--- config.mk ---
export PLATFORM = sky130hd
export DESIGN_NAME = uart_tx
export DESIGN_NICKNAME = d
export VERILOG_FILES = /design/src/rtl/uart_tx.sv
export SDC_FILE = /design/constraint.sdc
export NUM_CORES = 1
export LEC_CHECK = 0
export CAP_MARGIN = 30
export CORE_ASPECT_RATIO = 0.75
export CORE_MARGIN = 1
export CORE_UTILIZATION = 50
export DETAILED_ROUTE_END_ITERATION = 12
export MAX_ROUTING_LAYER = met4
export PLACE_DENSITY = 0.76
export SLEW_MARGIN = 40
export SYNTH_ARGS = -nofsm -noshare
export SYNTH_HDL_FRONTEND = slang
export SYNTH_SLANG_ARGS = --single-unit
--- constraint.sdc ---
create_clock -name clk -period 4.41 [get_ports clk]
set_input_delay 0.882 -clock clk [delete_from_list [all_inputs] [get_ports clk]]
set_output_delay 0.882 -clock clk [all_outputs]
set_load 0.02 [all_outputs]
--- src/rtl/uart_tx.sv ---
// UART transmitter: serializes one parallel word per frame (start, data LSB first,
// optional parity, one or two stop bits) with a registered, idle-high serial line.
module uart_tx #(
  parameter int INPUT_DATA_WIDTH = 8,
  parameter int CLKS_PER_BIT     = 16,
  parameter int PARITY_EN        = 0,
  parameter int PARITY_ODD       = 0,
  parameter int STOP_BITS        = 1
) (
  input  logic                        clk,
  input  logic                        reset,
  input  logic                        tx_valid,
  input  logic [INPUT_DATA_WIDTH-1:0] tx_data,
  output logic                        tx_ready,
  output logic                        serial_out,
  output logic                        tx_busy,
  output logic                        tx_done,
  output logic [2:0]                  dbg_state_o
);

  localparam int CNT_W = (CLKS_PER_BIT > 1) ? $clog2(CLKS_PER_BIT) : 1;
  localparam int BIT_W = $clog2(INPUT_DATA_WIDTH);
  localparam logic [CNT_W-1:0] CNT_LAST = CNT_W'(CLKS_PER_BIT - 1);
  localparam logic [BIT_W-1:0] BIT_LAST = BIT_W'(INPUT_DATA_WIDTH - 1);
  localparam logic             STOP_LAST = 1'(STOP_BITS - 1);

  typedef enum logic [2:0] {
    S_IDLE   = 3'd0,
    S_START  = 3'd1,
    S_DATA   = 3'd2,
    S_PARITY = 3'd3,
    S_STOP   = 3'd4
  } state_e;

  // Initial values mirror the reset values so simulation and formal start from IDLE.
  state_e                      state_q  = S_IDLE;
  state_e                      state_d;
  logic [CNT_W-1:0]            cnt_q    = '0;
  logic [CNT_W-1:0]            cnt_d;
  logic [BIT_W-1:0]            bit_q    = '0;
  logic [BIT_W-1:0]            bit_d;
  logic                        stop_q   = 1'b0;
  logic                        stop_d;
  logic [INPUT_DATA_WIDTH-1:0] shift_q  = '0;
  logic [INPUT_DATA_WIDTH-1:0] shift_d;
  logic                        parity_q = 1'b0;
  logic                        parity_d;
  logic                        serial_q = 1'b1;
  logic                        serial_d;
  logic                        bit_end;

  always_ff @(posedge clk) begin
    if (reset) begin
      state_q  <= S_IDLE;
      cnt_q    <= '0;
      bit_q    <= '0;
      stop_q   <= 1'b0;
      shift_q  <= '0;
      parity_q <= 1'b0;
      serial_q <= 1'b1;
    end else begin
      state_q  <= state_d;
      cnt_q    <= cnt_d;
      bit_q    <= bit_d;
      stop_q   <= stop_d;
      shift_q  <= shift_d;
      parity_q <= parity_d;
      serial_q <= serial_d;
    end
  end

  // Handshake: a word transfers on any rising edge where tx_valid && tx_ready;
  // tx_ready is high only in IDLE, so anything presented while busy is dropped.
  always_comb begin
    state_d  = state_q;
    cnt_d    = cnt_q;
    bit_d    = bit_q;
    stop_d   = stop_q;
    shift_d  = shift_q;
    parity_d = parity_q;
    bit_end  = (cnt_q == CNT_LAST);
    tx_done  = 1'b0;

    unique case (state_q)
      S_IDLE: begin
        cnt_d = '0;
        if (tx_valid) begin
          shift_d  = tx_data;
          parity_d = (^tx_data) ^ 1'(PARITY_ODD);
          bit_d    = '0;
          stop_d   = 1'b0;
          state_d  = S_START;
        end
      end
      S_START: begin
        cnt_d = bit_end ? '0 : cnt_q + CNT_W'(1);
        if (bit_end) state_d = S_DATA;
      end
      S_DATA: begin
        cnt_d = bit_end ? '0 : cnt_q + CNT_W'(1);
        if (bit_end) begin
          shift_d = shift_q >> 1;
          if (bit_q == BIT_LAST) begin
            bit_d   = '0;
            state_d = (PARITY_EN != 0) ? S_PARITY : S_STOP;
          end else begin
            bit_d = bit_q + BIT_W'(1);
          end
        end
      end
      S_PARITY: begin
        cnt_d = bit_end ? '0 : cnt_q + CNT_W'(1);
        if (bit_end) state_d = S_STOP;
      end
      S_STOP: begin
        cnt_d = bit_end ? '0 : cnt_q + CNT_W'(1);
        if (bit_end) begin
          if (stop_q == STOP_LAST) begin
            tx_done = 1'b1;
            stop_d  = 1'b0;
            state_d = S_IDLE;
          end else begin
            stop_d = stop_q + 1'b1;
          end
        end
      end
      default: state_d = S_IDLE;
    endcase

    // Line level is registered from the next state so it changes with the state.
    unique case (state_d)
      S_START:  serial_d = 1'b0;
      S_DATA:   serial_d = shift_d[0];
      S_PARITY: serial_d = parity_d;
      default:  serial_d = 1'b1;
    endcase
  end

  assign tx_ready    = (state_q == S_IDLE);
  assign tx_busy     = (state_q != S_IDLE);
  assign serial_out  = serial_q;
  assign dbg_state_o = state_q;

endmodule
Yosys cells after proc, flatten, opt, wreduce, memory -nomap -nowiden

Cells that the tools add are included.

Register bits: 21
Input port bits: 11
Logic and storage cells: 59
Output and inout bits: 7

Multiplexer cells: 27
Equality and inequality tests: 12
Reductions and logical operators: 9
Add/sub/neg operators: 3

Operator list:

| operator            | number |
|---|---|
| $mux 3              | 10 |
| $mux 8              | 2 |
| $pmux 8 s2          | 1 |
| $pmux 3 s5          | 1 |
| $eq 3x2->1 const B  | 4 |
| $mux 1              | 8 |
| $pmux 4 s2          | 1 |
| $reduce_xor 8->1    | 1 |
| $eq 3x1->1 const B  | 2 |
| $eq 3x3->1 const B  | 2 |
| $ne 2x2->1 const B  | 3 |
| $pmux 3 s2          | 1 |
| $reduce_and 3->1    | 2 |
| $reduce_bool 2->1   | 3 |
| $add 4x1->4 const B | 1 |
| $eq 4x4->1 const B  | 1 |
| $mux 4              | 1 |
| $reduce_or 4->1     | 1 |
| $add 3x1->3 const B | 1 |
| $logic_not 3->1     | 1 |
| $pmux 1 s3          | 1 |
| $reduce_bool 3->1   | 1 |
| $pmux 1 s2          | 1 |
| $add 1x1->1 const B | 1 |

Longest topological paths before layout

Gate-level depths: netlist of run 1.

Word-level depth: 6
Depth in mapped cells: 6
Depth with buffers taken out: 6

Worst setup path after synthesis of run 1

No wires, ideal clock.

Kind: reg2out
From: reg state_q[1], in the netlist dbg_state_o[1]
To: out tx_busy
Setup slack: 2092 ps
Cell stages (with the launch flop): 4
Data arrival time: 1436 ps
Path buffers: 1
Data required time: 3528 ps
Cells stage by stage: dfxtp_1 buf_6 nor3_1 inv_1

Longest elaborated chain between the ends: 1

RTL lines:

| what                     | RTL line | RTL |
|---|---|---|
| start: declaration       | 36       | `state_e state_q = S_IDLE;` |
| start signal: assignment | 62       | `state_q <= state_d;` |
| $reduce_bool 3->1        | 140      | `assign tx_busy = (state_q != S_IDLE);` |
| end: declaration         | 16       | `output logic tx_busy,` |

Every way passes these cells.

Worst setup path after layout of run 1

From: reg state_q[2], in the netlist dbg_state_o[2]
To: out tx_done

Longest elaborated chain between the ends: 2

RTL lines:

| what             | RTL line | RTL |
|---|---|---|
| $eq 3x3->1       | 84       | `unique case (state_q)` |
| $mux 1           | 84       |  |
| end: declaration | 17       | `output logic tx_done,` |

Every way passes these cells.

==> flow_summary.yaml, run 1 <==
detailed_routing:
  dr_total_vias: 917
  viasPerCell: 5.804
  totalWireLength_um: 2213
  drtIter0Drc: 41
  drtAntennaViolNets: 0
  wl_per_cell_um: 14.01
  first_pass_iters: 4
  drc_errors: 0
synth:
  synth_nets: 137
  synth_area_leaders: "dfxtp_1, a21oi_1, a22oi_1"
  syn-instance-count: 123
  ys.flop_type: "dfxtp_1"
  ys_ff_latch: 20
  yosys.area.top_type: "dfxtp_1"
  synth-edff-count: 0
  yosysUniqueCellTypes: 38
  synth.top_cell.area_share_pct: 38.00
  synth_seq_area_share_pct: 38.00
  ys_async_sr_fraction_pct: 0
  yosysWarnings: 0
  syn_area_per_cell_um2: 8.565
  synthesis.area_um2: 1054
cells_and_area:
  diodes: 0
  syn2layout_area_growth_pct: 17.22
  final_area_um2: 1235
  nets: 152
  multi_input_comb_area_um2: 603.1
  fillCellCount: 166
  utilization_pct: 66.60
  drive_above_1_share_pct: 5.882
  regArea_um2: 400.4
floorplanning:
  core_um2: 1854
  initial_core_util_pct: 56.82
  die_w_um: 55.01
  die-area_um2: 2296
  die_h_um: 41.75
  io_pins: 18
  rows: 13
global_routing:
  grt_pass1_vias: 760
  overflow: 0
  grt_first_pass_wirelength_um: 3650
  grt_max_degree: 21
  grt_usage_pct: 22.90
  antenna_found_initial: 0
min_path:
  hold_path.class: "reg2reg"
sta:
  slew_headroom_pct: 50.66
  period_share_pct: 66.96
  setup_violations: 0
  fin_skew_ps: 4.190
  period_minus_slack_ps: 2953
  finalHoldViolCount: 0
  slew_violations: 0
  max_clock_freq_mhz: 338.7
  rsz0062_at_grt: "no"
  tightest_slew_ps: 740.1
  holdWs_ps: 463.2
  setup_tns_ps: 0
pwr:
  power_mw: 0.3395
  p_per_area_nw_per_um2: 274.9
  p_leak_nw: 0.4387
  vdd_drop_max_mv: 0.2549
clock_network:
  cts_sinks: 20
  cts_tree: "done"
  cts_resized: 0
  cts_htree_levels: 1
  clk_pin_slew_ps: 100
  cts_inserted_buffers: 3
  post-cts-setup-buffers: 0
  worstSkewPairLatency_ps: 290
  clockBufferDepth: 2
  cts_root_buf: "clkbuf_4"
  hold_buffers: 0
job:
  max-cap-violations: 0
critical_path:
  cp_cell_sequence: "or3b_1 > nor2_1 > clkdlybuf4s50_1"
  cp_max_fo: 15
  required_ps: 3530
  cp_slowest_cell: "dfxtp_1"
  max_stage_delay_ps: 640
  r2r_setup_slack_ps: 2450
  crit_arrival_ps: 2070
  path_class: "reg2out"
  cp-end-kind: "primary output"
  start_kind: "flop"
placed_design:
  place_area_um2: 1212
  hpwl_um: 1606
  port-buffer-count: 17
  gp_congestion: 0.7935
status:
  outcome: "complete, no violations"
critical path: cells and delay by family (launching register included):
| kind | cells | cell delay (ps) |
|---|---|---|
| flip-flops | 1 | 640 |
| buffers and inverters | 1 | 620 |
| AND/OR/NAND/NOR | 2 | 530 |
cells in the mapped netlist, types with 2 or more instances:
cell type and number:
nand2_1 14, a211oi_1 2, nor3_1 3, ha_1 3, nor3b_1 3, nand3b_1 2
nand3_1 2, nor2b_1 3, a21oi_1 14, buf_2 4, dfxtp_1 20, nor2_1 10
o21ai_0 4, a22oi_1 9, xnor2_1 7
worst paths after layout:
| path | from | to | cells past startpoint |
|---|---|---|---|
| setup / recovery | dbg_state_o[2] | tx_done | 3 |
| hold / removal | shift_q[5] | shift_q[5] | 2 |
| setup reg to reg | dbg_state_o[0] | bit_q[1] | 5 |
| hold reg to reg | shift_q[5] | shift_q[5] | 2 |
cell families after synthesis:
| logic type | count (synthesis) | share of synthesized area, % |
|---|---|---|
| DFF | 20 | 38.00 |
| buffers and inverters | 9 | 5.225 |
| muxes | 1 | 1.069 |
| xor gates and xnor gates | 8 | 6.651 |
| and+or+nand+nor | 46 | 23.75 |
| AOI/OAI and AO/OA | 36 | 21.73 |
| adders and majority gates | 3 | 3.563 |
metal layers:
metal / global-route usage, % / wire length [um]
met3: 7.692 / 140
met1: 32.81 / 1138
met4: 6.000 / 13
met2: 30.36 / 920
met5: - / 0
final cells by class:
cell class	count	share of cell area, %
multi-input combinational	94	48.83
clock buffer	3	1.824
tap	22	2.229
inverter	1	0.3040
sequential	20	32.42
timing repair buffer	18	14.39
state kept, by name (all words and copies together), names as in the netlist:
name         flops
cnt_q            4
parity_q         1
bit_q            3
dbg_state_o      3
shift_q          8
serial_out       1
placed cells by master, fill, tap and decap left out, drive strengths merged, types with 2 or more instances in the layout:
cell type and n:
nor2b 3, nand2 14, ha 3, a211oi 2, o21ai 4, clkdlybuf4s50 17
xnor2 7, dfxtp 20, nor3b 4, a22oi 9, nand3b 2, nor3 3
a21oi 14, nand3 2, nor2 10, clkbuf 3
power breakdown:
group          switching (mW)  leakage, nW  internal [mW]
registers             0.00778        0.163          0.189
clock network          0.0495       0.0138         0.0318
logic                  0.0296        0.262         0.0321
total                  0.0869        0.439          0.253
metrics by stage:
| step | std cells | setup WS (ps) |
|---|---|---|
| after floorplan | 123 | 2092 |
| after global placement | 155 | 1784 |
| after detailed placement | 155 | 1722 |
| after CTS | 158 | 1460 |
| after global routing | 158 | 1328 |
| final | 158 | 1457 |
(Power assumes the default switching activity.)
==> run 2: changes to the inputs <==
Clock period 4.41 ns to 2.96 ns, I/O delays scaled along.
==> run 2 against run 1 <==
Effect of this change:
- clock-buffer cell count unchanged
- critical path depth unchanged
- worst hold slack improved by 0.60 ps
- first-iteration DRC count decreased by 54%
- final cell count up 1.9%
- clock power rose to 2.8 times the previous value
- combinational power up 53%
- total power up 80%
- register-to-register slack worse by 1100 ps
- highest routed layer unchanged
- setup slack worse by 1100 ps
- sequential share of layout area fell by 1.0 points
- via count grew 2.7%
==> flow_summary.yaml, run 2 (synthesis results as in run 1) <==
floorplanning:
  die_h_um: 41.75
  core_um2: 1854
  die-area_um2: 2296
  die_w_um: 55.01
  io_pins: 18
  rows: 13
  initial_core_util_pct: 56.82
placed_design:
  post-place-ws_ps: 679.3
  hpwl_um: 1598
  gp_congestion: 0.8222
  dp.cells: 157
  port-buffer-count: 17
cells_and_area:
  syn2layout_area_growth_pct: 21.02
  layout_common_cells: "dfxtp_1, clkdlybuf4s50_1, nand2_1, a21oi_1, nor2_1"
  diodes: 0
  reg.largest.list: "shift_q (8), cnt_q (4)"
  top_register: "shift_q"
  fillCellCount: 161
  utilization_pct: 68.76
  finalNonFillerCells: 161
  layout_commonest_cell: "dfxtp_1"
  drive_above_1_share_pct: 7.194
  largest_register_ffs: 8
  multi_input_comb_area_um2: 598.1
  regArea_um2: 400.4
  nets: 154
critical_path:
  r2r_start: "dbg_state_o[2]"
  start_kind: "flop"
  r2r_setup_slack_ps: 1310
  required_ps: 2370
  path_class: "reg2out"
  timing.rr.end: "bit_q[1]"
  reg2reg_depth: 6
  crit_arrival_ps: 2050
  cp-end-kind: "primary output"
  cp_max_fo: 15
sta:
  holdWs_ps: 463.8
  setup_violations: 0
  slew_headroom_pct: 50.28
  fin_skew_ps: 5.756
  slew_violations: 0
  finalHoldViolCount: 0
  max_clock_freq_mhz: 378.3
  rsz0062_at_grt: "no"
  period_share_pct: 89.29
  setup_tns_ps: 0
  period_minus_slack_ps: 2643
  tightest_slew_ps: 743.4
  setup_ws_ps: 316.9
clock_network:
  cts_htree_levels: 1
  clk_pin_slew_ps: 120
  cts_inserted_buffers: 3
  hold_buffers: 0
  clockBufferDepth: 2
  cts_root_buf: "clkbuf_4"
  worstSkewPairLatency_ps: 310
  cts_resized: 0
  cts_tree: "done"
  cts_sinks: 20
  post-cts-setup-buffers: 0
pwr:
  vdd_drop_max_mv: 0.4115
  p_leak_nw: 0.4628
  p_per_area_nw_per_um2: 478.5
min_path:
  worstHoldEndpoint: "shift_q[5]"
  hold_path.class: "reg2reg"
  min_from: "shift_q[5]"
  hold_depth: 2
global_routing:
  antenna_found_initial: 0
  grt_max_degree: 21
  grt_usage_pct: 22.01
  grt_pass1_vias: 780
  overflow: 0
  grt_first_pass_wirelength_um: 3525
job:
  max-cap-violations: 0
detailed_routing:
  dr_total_vias: 942
  drtAntennaViolNets: 0
  viasPerCell: 5.851
  first_pass_iters: 4
  totalWireLength_um: 2165
  drtIter0Drc: 19
  wl_per_cell_um: 13.45
  drc_errors: 0
status:
  outcome: "complete, no violations"
[run 2: layout make-up]
type	instances	share of cell area [%]
tap	22	2.159
inverter	1	0.2944
sequential	20	31.40
multi-input combinational	94	46.91
clock inverter	1	2.355
timing repair buffer	20	15.11
clock buffer	3	1.766
[run 2: worst max-delay path, cell delays in order, from the launching register on]
cell             delay [ps]
dfxtp_1                 630
or3b_1                  410
nor2_1                   90
clkdlybuf4s50_1         600
[run 2: stage by stage]
step | area [um2] | total power, mW
after floorplan | 1054 | 0.3550
after global placement | 1222 | 0.3901
after detailed placement | 1222 | 0.3933
after CTS | 1275 | 0.6182
after global routing | 1275 | 0.6375
final | 1275 | 0.6101
[run 2: worst max-delay path by stage]
stage	from	to	slack, ps
2_1_floorplan	dbg_state_o[1]	tx_busy	930
3_3_place_gp	dbg_state_o[2]	tx_done	700
3_5_place_dp	dbg_state_o[2]	tx_done	680
4_1_cts	dbg_state_o[2]	tx_done	310
5_1_grt	dbg_state_o[2]	tx_done	180
6_report	dbg_state_o[2]	tx_done	320
[run 2: power breakdown]
part	internal [mW]	leakage [nW]	total, mW	switching, mW
clock	0.137	0.0279	0.224	0.0866
sequential	0.281	0.163	0.292	0.0110
combinational	0.0493	0.272	0.0942	0.0449
total	0.468	0.463	0.610	0.142
[run 2: routing by layer]
layer  up-vias  track usage, %  share of wire (%)
met1       436           32.96                 51
met4         0           4.500               0.28
met2        26           28.19                 43
li1        478               -                  -
met5         -               -                  0
met3         2           7.692                6.1
